--- config.mk ---
export PLATFORM = sky130hd
export DESIGN_NAME = fetch_stage_flat
export DESIGN_NICKNAME = d
export VERILOG_FILES = /design/src/rtl/fetch_stage_if.sv /design/src/rtl/fetch_stage.sv /design/src/flat_wrapper.sv
export SDC_FILE = /design/constraint.sdc
export NUM_CORES = 1
export LEC_CHECK = 0
export BUFFER_PORTS_ARGS = -buffer_cell sky130_fd_sc_hd__buf_2
export CORE_ASPECT_RATIO = 0.9
export CORE_UTILIZATION = 54
export DETAILED_ROUTE_END_ITERATION = 6
export PLACE_DENSITY = 0.95
export SLEW_MARGIN = 30
export SYNTH_ARGS = -nofsm -noshare
export SYNTH_HDL_FRONTEND = slang
export SYNTH_SLANG_ARGS = --single-unit
export TNS_END_PERCENT = 100
--- constraint.sdc ---
create_clock -name clk -period 5.3 [get_ports clk]
set_input_delay 0.795 -clock clk [delete_from_list [all_inputs] [get_ports clk]]
set_output_delay 0.795 -clock clk [all_outputs]
set_load 0.03 [all_outputs]
--- src/rtl/fetch_stage_if.sv ---
// fetch_stage_if: bus between the instruction-fetch stage and the rest of the core.
//   master : the fetch stage. It drives pcout, the IF/ID register outputs and halted.
//   slave  : memory and pipeline control. It drives instruction, stall, flush and redirect.
interface fetch_stage_if;
    logic [15:0] pcout;
    logic [15:0] instruction;
    logic        stall;
    logic        flush;
    logic        redirect;
    logic [15:0] redirect_pc;
    logic [15:0] if_instr;
    logic [15:0] if_pc;
    logic [15:0] if_pc_plus2;
    logic        if_valid;
    logic        halted;

    modport master (
        output pcout, if_instr, if_pc, if_pc_plus2, if_valid, halted,
        input  instruction, stall, flush, redirect, redirect_pc
    );

    modport slave (
        input  pcout, if_instr, if_pc, if_pc_plus2, if_valid, halted,
        output instruction, stall, flush, redirect, redirect_pc
    );
endinterface

--- src/rtl/fetch_stage.sv ---
// fetch_stage: owns the program counter and the IF/ID pipeline register.
// It handles stall, flush, branch/jump redirect and a halt instruction.
//   clk   : single clock; all state changes happen on the rising edge
//   reset : asynchronous, active-high
//   bus   : fetch_stage_if.master
//           pcout is the PC register itself. The IF/ID outputs go to decode.
//
// state   | meaning
// --------+----------------------------------------------------------
// FETCH   | PC advances by 2 each unstalled edge; IF/ID captures memory data
// HALTED  | HALT_INSTR was fetched; PC parked; bubbles until reset/redirect
module fetch_stage #(
    parameter logic [15:0] RESET_PC   = 16'h0000,
    parameter logic [15:0] HALT_INSTR = 16'hFFFF,
    parameter logic [15:0] NOP_INSTR  = 16'h0000
) (
    input  logic          clk,
    input  logic          reset,
    fetch_stage_if.master bus
);
    typedef enum logic {FETCH, HALTED} state_t;

    state_t      state;
    logic [15:0] pc;
    logic [15:0] pc_plus2;

    assign pc_plus2  = pc + 16'd2;
    assign bus.pcout = pc;

    always_ff @(posedge clk or posedge reset) begin
        if (reset) begin
            state           <= FETCH;
            pc              <= RESET_PC;
            bus.if_instr    <= NOP_INSTR;
            bus.if_pc       <= 16'h0000;
            bus.if_pc_plus2 <= 16'h0000;
            bus.if_valid    <= 1'b0;
            bus.halted      <= 1'b0;
        end else if (bus.redirect) begin
            // Redirect wins over stall. The IF/ID pc fields keep their old
            // values behind the bubble.
            state        <= FETCH;
            bus.halted   <= 1'b0;
            pc           <= {bus.redirect_pc[15:1], 1'b0};
            bus.if_instr <= NOP_INSTR;
            bus.if_valid <= 1'b0;
        end else if (bus.flush) begin
            bus.if_instr <= NOP_INSTR;
            bus.if_valid <= 1'b0;
            if (state == FETCH && !bus.stall) begin
                pc <= pc_plus2;
            end
        end else if (!bus.stall) begin
            if (state == FETCH) begin
                bus.if_instr    <= bus.instruction;
                bus.if_pc       <= pc;
                bus.if_pc_plus2 <= pc_plus2;
                bus.if_valid    <= 1'b1;
                if (bus.instruction == HALT_INSTR) begin
                    // The halt word is delivered valid. The PC stays parked on it.
                    state      <= HALTED;
                    bus.halted <= 1'b1;
                end else begin
                    pc <= pc_plus2;
                end
            end else begin
                bus.if_instr <= NOP_INSTR;
                bus.if_valid <= 1'b0;
            end
        end
    end
endmodule

--- src/flat_wrapper.sv ---
// flat-port wrapper written by rule: the top's interface ports become plain ports
module fetch_stage_flat 
#(
    parameter logic [15:0] RESET_PC   = 16'h0000,
    parameter logic [15:0] HALT_INSTR = 16'hFFFF,
    parameter logic [15:0] NOP_INSTR  = 16'h0000
)
  (clk, reset, bus_pcout, bus_if_instr, bus_if_pc, bus_if_pc_plus2, bus_if_valid, bus_halted, bus_instruction, bus_stall, bus_flush, bus_redirect, bus_redirect_pc);
  fetch_stage_if bus_i ();
  input  logic clk;
  input  logic reset;
  output wire logic [$bits(bus_i.pcout)-1:0] bus_pcout;
  output wire logic [$bits(bus_i.if_instr)-1:0] bus_if_instr;
  output wire logic [$bits(bus_i.if_pc)-1:0] bus_if_pc;
  output wire logic [$bits(bus_i.if_pc_plus2)-1:0] bus_if_pc_plus2;
  output wire logic [$bits(bus_i.if_valid)-1:0] bus_if_valid;
  output wire logic [$bits(bus_i.halted)-1:0] bus_halted;
  input wire logic [$bits(bus_i.instruction)-1:0] bus_instruction;
  input wire logic [$bits(bus_i.stall)-1:0] bus_stall;
  input wire logic [$bits(bus_i.flush)-1:0] bus_flush;
  input wire logic [$bits(bus_i.redirect)-1:0] bus_redirect;
  input wire logic [$bits(bus_i.redirect_pc)-1:0] bus_redirect_pc;
  assign bus_pcout = bus_i.pcout;
  assign bus_if_instr = bus_i.if_instr;
  assign bus_if_pc = bus_i.if_pc;
  assign bus_if_pc_plus2 = bus_i.if_pc_plus2;
  assign bus_if_valid = bus_i.if_valid;
  assign bus_halted = bus_i.halted;
  assign bus_i.instruction = bus_instruction;
  assign bus_i.stall = bus_stall;
  assign bus_i.flush = bus_flush;
  assign bus_i.redirect = bus_redirect;
  assign bus_i.redirect_pc = bus_redirect_pc;
  fetch_stage #(.RESET_PC(RESET_PC), .HALT_INSTR(HALT_INSTR), .NOP_INSTR(NOP_INSTR)) u_core (.clk(clk), .reset(reset), .bus(bus_i));
endmodule
==> flow_summary_export.csv <==
group,metric,value,unit
worst_setup_path,cp_data_arrival_time,3.02,ns
sta,max_slew_margin,0.440,
worst_setup_path,path_class,"input pin to flip-flop",
worst_setup_path,required,5.53,ns
floorplan,start_util,0.579,
cts,cts-resized-gates,0,
floorplan,core,5410,µm²
logic_synthesis,synth.ff_latch_count,64,
sta,clock.fmax,359,MHz
logic_synthesis,yosysWarningCount,0,
placement,routabilityCongestion,0.929,
routing,via_count,3016,
floorplan,dieArea,6120,µm²
finish,n_antenna_cell,0,
finish,layout.nets,448,
hold_path,hold-path-endpoint,"u_core.bus.if_pc[10]$_DFFE_PP0P_",
finish,drive_above_1_share,0.310,
global_route,grt_max_degree,65,
pwr,power-per-cell-area,347,nW/µm²
placement,dp_hpwl,5800,µm
global_route,antenna_found_initial,0,
floorplan,rows,25,
cts,postCtsSetupRepairBufs,0,
hold_path,hold_start,"u_core.bus.if_pc[10]$_DFFE_PP0P_",
run_status,status,"finished clean",
cts,h-tree-depth,3,
sta,clock-skew-final,0.00759,ns
logic_synthesis,syn_area,3140,µm²
sta,fin_crit_sh,0.526,
finish,area_growth_syn_to_layout,21.2,%
logic_synthesis,syn_area_per_cell,9.77,µm²
run,cap_violations,0,
sta,fin_tns_setup,0,ns
worst_setup_path,end_kind,"flip-flop",
worst_setup_path,cp-startpoint,"bus_stall",
cts,numCtsBuffers,9,
placement,placed_area,3610,µm²
sta,fin_crit,2.79,ns
routing,drtIter0Drc,313,
worst_setup_path,reg2reg_slack,2.66,ns
hold_path,hold_class,"flip-flop to flip-flop",
placement,place_inst,465,
cts,cts_tree,"yes",
global_route,grtUsageTotal,0.299,
worst_setup_path,reg2regPathDepth,5,
routing,drt-pass1-iter-count,6,
pwr,ir_worst_vdd,0.245,mV
sta,setup_ws,2.51,ns
placement,pre_cts_ws,2.27,ns
sta,finalSetupViolCount,0,
logic_synthesis,synth_edf_count,0,
global_route,grt_overflow_total,0,
sta,slew_viol_final,0,
worst_setup_path,cp_max_fo,26,
sta,worst_pin_slew,0.836,ns
pwr,p_leak,1.88,nW
sta,rsz0062_at_grt,"no",
logic_synthesis,async_reset_ff_frac,1.00,
floorplan,io_pins,103,
logic_synthesis,dominantRegCellSynth,"dfrtp_1",
logic_synthesis,ys_types,51,
worst_setup_path,r2r-end,"u_core.bus.if_pc_plus2[10]$_DFFE_PP0P_",
cts,clk_pin_slew,0.07,ns
cts,cts_root_buf,"clkbuf_8",
global_route,grt_pass1_wl,13200,µm
cts,clk_latency,0.35,ns
floorplan,die_w,82.3,µm
logic_synthesis,yosysSeqAreaShare,0.511,
routing,wl_per_cell,17.9,µm
routing,routed_wl,8590,µm
cts,postCtsHoldBufs,0,
worst_setup_path,r2r-start,"u_core.state$_DFFE_PP0P_",
routing,viasPerCell,6.28,
finish,fin_area,3800,µm²
logic_synthesis,netlist_instances,321,
cts,clock_sinks,64,
routing,ant_nets,0,
floorplan,dieHeight,74.3,µm
global_route,grt_pass1_vias,2706,
sta,finalHoldViolations,0,
finish,fill_cells,428,
finish,fin_cells,480,
placement,io_buffer_count,98,
routing,drc,0,
worst_setup_path,start_kind,"input pin",
cts,cts.path.max_buffers,2,
hold_path,whs_path_depth,2,
[logic make-up after synthesis]
group | after synthesis | share of synthesized area
other | 1 | 0.00120
buffers and inverters | 38 | 0.0571
AO/OA/AOI/OAI | 88 | 0.203
flip-flops | 64 | 0.511
AND/OR/NAND/NOR | 117 | 0.191
XOR/XNOR | 12 | 0.0335
adder cells (fa/ha/maj) | 1 | 0.00399
[layout make-up]
type / instances / area [µm²] / share of cell area
well taps: 67 / 83.8 / 0.0221
inverters: 11 / 41.3 / 0.0109
clock buffers: 12 / 165 / 0.0434
flip-flops and latches: 64 / 1600 / 0.421
clock inverters: 2 / 15.0 / 0.00395
multi-input cells: 221 / 1360 / 0.358
repair buffers: 103 / 532 / 0.140
[cells in the mapped netlist (5+ instances only)]
cell      count  area, µm²
nand4_1       9       56.3
o21ai_0      22        110
nor2_1       10       37.5
xnor2_1      11       96.3
clkbuf_1     14       52.6
inv_1        10       37.5
nand2_1      61        229
nand3_1       5       25.0
nor4_1        8       50.1
and3_1        5       31.3
o22ai_1       6       37.5
buf_2         8       40.0
a22o_1       17        149
nor3_1        5       25.0
a21oi_1       9       45.0
dfrtp_1      64       1600
[routing by layer]
metal,wire length (µm),up-vias,global-route usage
met3,812,23,0.104
met4,208,0,0.111
met2,3970,211,0.460
met1,3590,1443,0.390
li1,-,1339,-
met5,0,-,0
[power breakdown]
group	internal [mW]	total [mW]	switching, mW
Combinational	0.100	0.337	0.237
Sequential	0.547	0.596	0.0487
Clock	0.203	0.388	0.185
Total	0.850	1.32	0.471
[state kept, by name, indices dropped and copies added, names as in the netlist]
signal                  cells
u_core.bus.if_instr        16
u_core.bus.if_pc           15
u_core.bus.if_pc_plus2     15
u_core.bus.pcout           15
u_core.bus.halted           1
u_core.bus.if_valid         1
u_core.state                1
[stage by stage]
step,util,hold slack [ns],total power [mW]
4_1_cts,0.700,0.475,1.32
5_1_grt,0.702,0.494,1.38
6_report,0.702,0.473,1.32
3_3_place_gp,0.667,0.453,0.927
2_1_floorplan,-,0.505,0.832
3_5_place_dp,0.667,0.459,0.939
[worst max-delay path by stage]
stage	slack, ns	depth (start not counted)	end
floorplan	2.91	1	u_core.bus.halted$_DFFE_PP0P_
global placement	2.28	6	u_core.bus.if_pc_plus2[10]$_DFFE_PP0P_
detailed placement	2.27	6	u_core.bus.if_pc_plus2[10]$_DFFE_PP0P_
CTS	2.60	6	u_core.bus.if_pc_plus2[10]$_DFFE_PP0P_
global route	2.41	6	u_core.bus.if_pc_plus2[10]$_DFFE_PP0P_
finish	2.51	6	u_core.bus.if_pc_plus2[10]$_DFFE_PP0P_
[placed cells by master (no fill, tap or decap), drive strengths merged, types with 2 or more instances in the layout]
| master | instances |
|---|---|
| a31oi | 2 |
| a31o | 2 |
| dfrtp | 64 |
| a22oi | 3 |
| a221o | 2 |
| a32oi | 4 |
| nor4 | 10 |
| nand3 | 6 |
| nand4 | 9 |
| or3 | 2 |
| conb | 3 |
| o22ai | 6 |
| clkbuf | 12 |
| and3 | 5 |
| o2bb2ai | 3 |
| clkinvlp | 2 |
| and2 | 3 |
| o22a | 4 |
| xnor2 | 11 |
| a211oi | 2 |
| o21ai | 22 |
| a22o | 17 |
| nand2 | 61 |
| a2bb2oi | 3 |
| a21oi | 9 |
| buf | 103 |
| a41oi | 2 |
| nor3 | 6 |
| inv | 10 |
| nor2 | 10 |
[worst max-delay path, cell delays in order]
cell     delay [ns]
buf_2          0.14
nor2_1         0.64
nand2_1        0.69
buf_4          0.43
nor3_1         0.24
nor2_1         0.07
(Power assumes the default switching activity.)
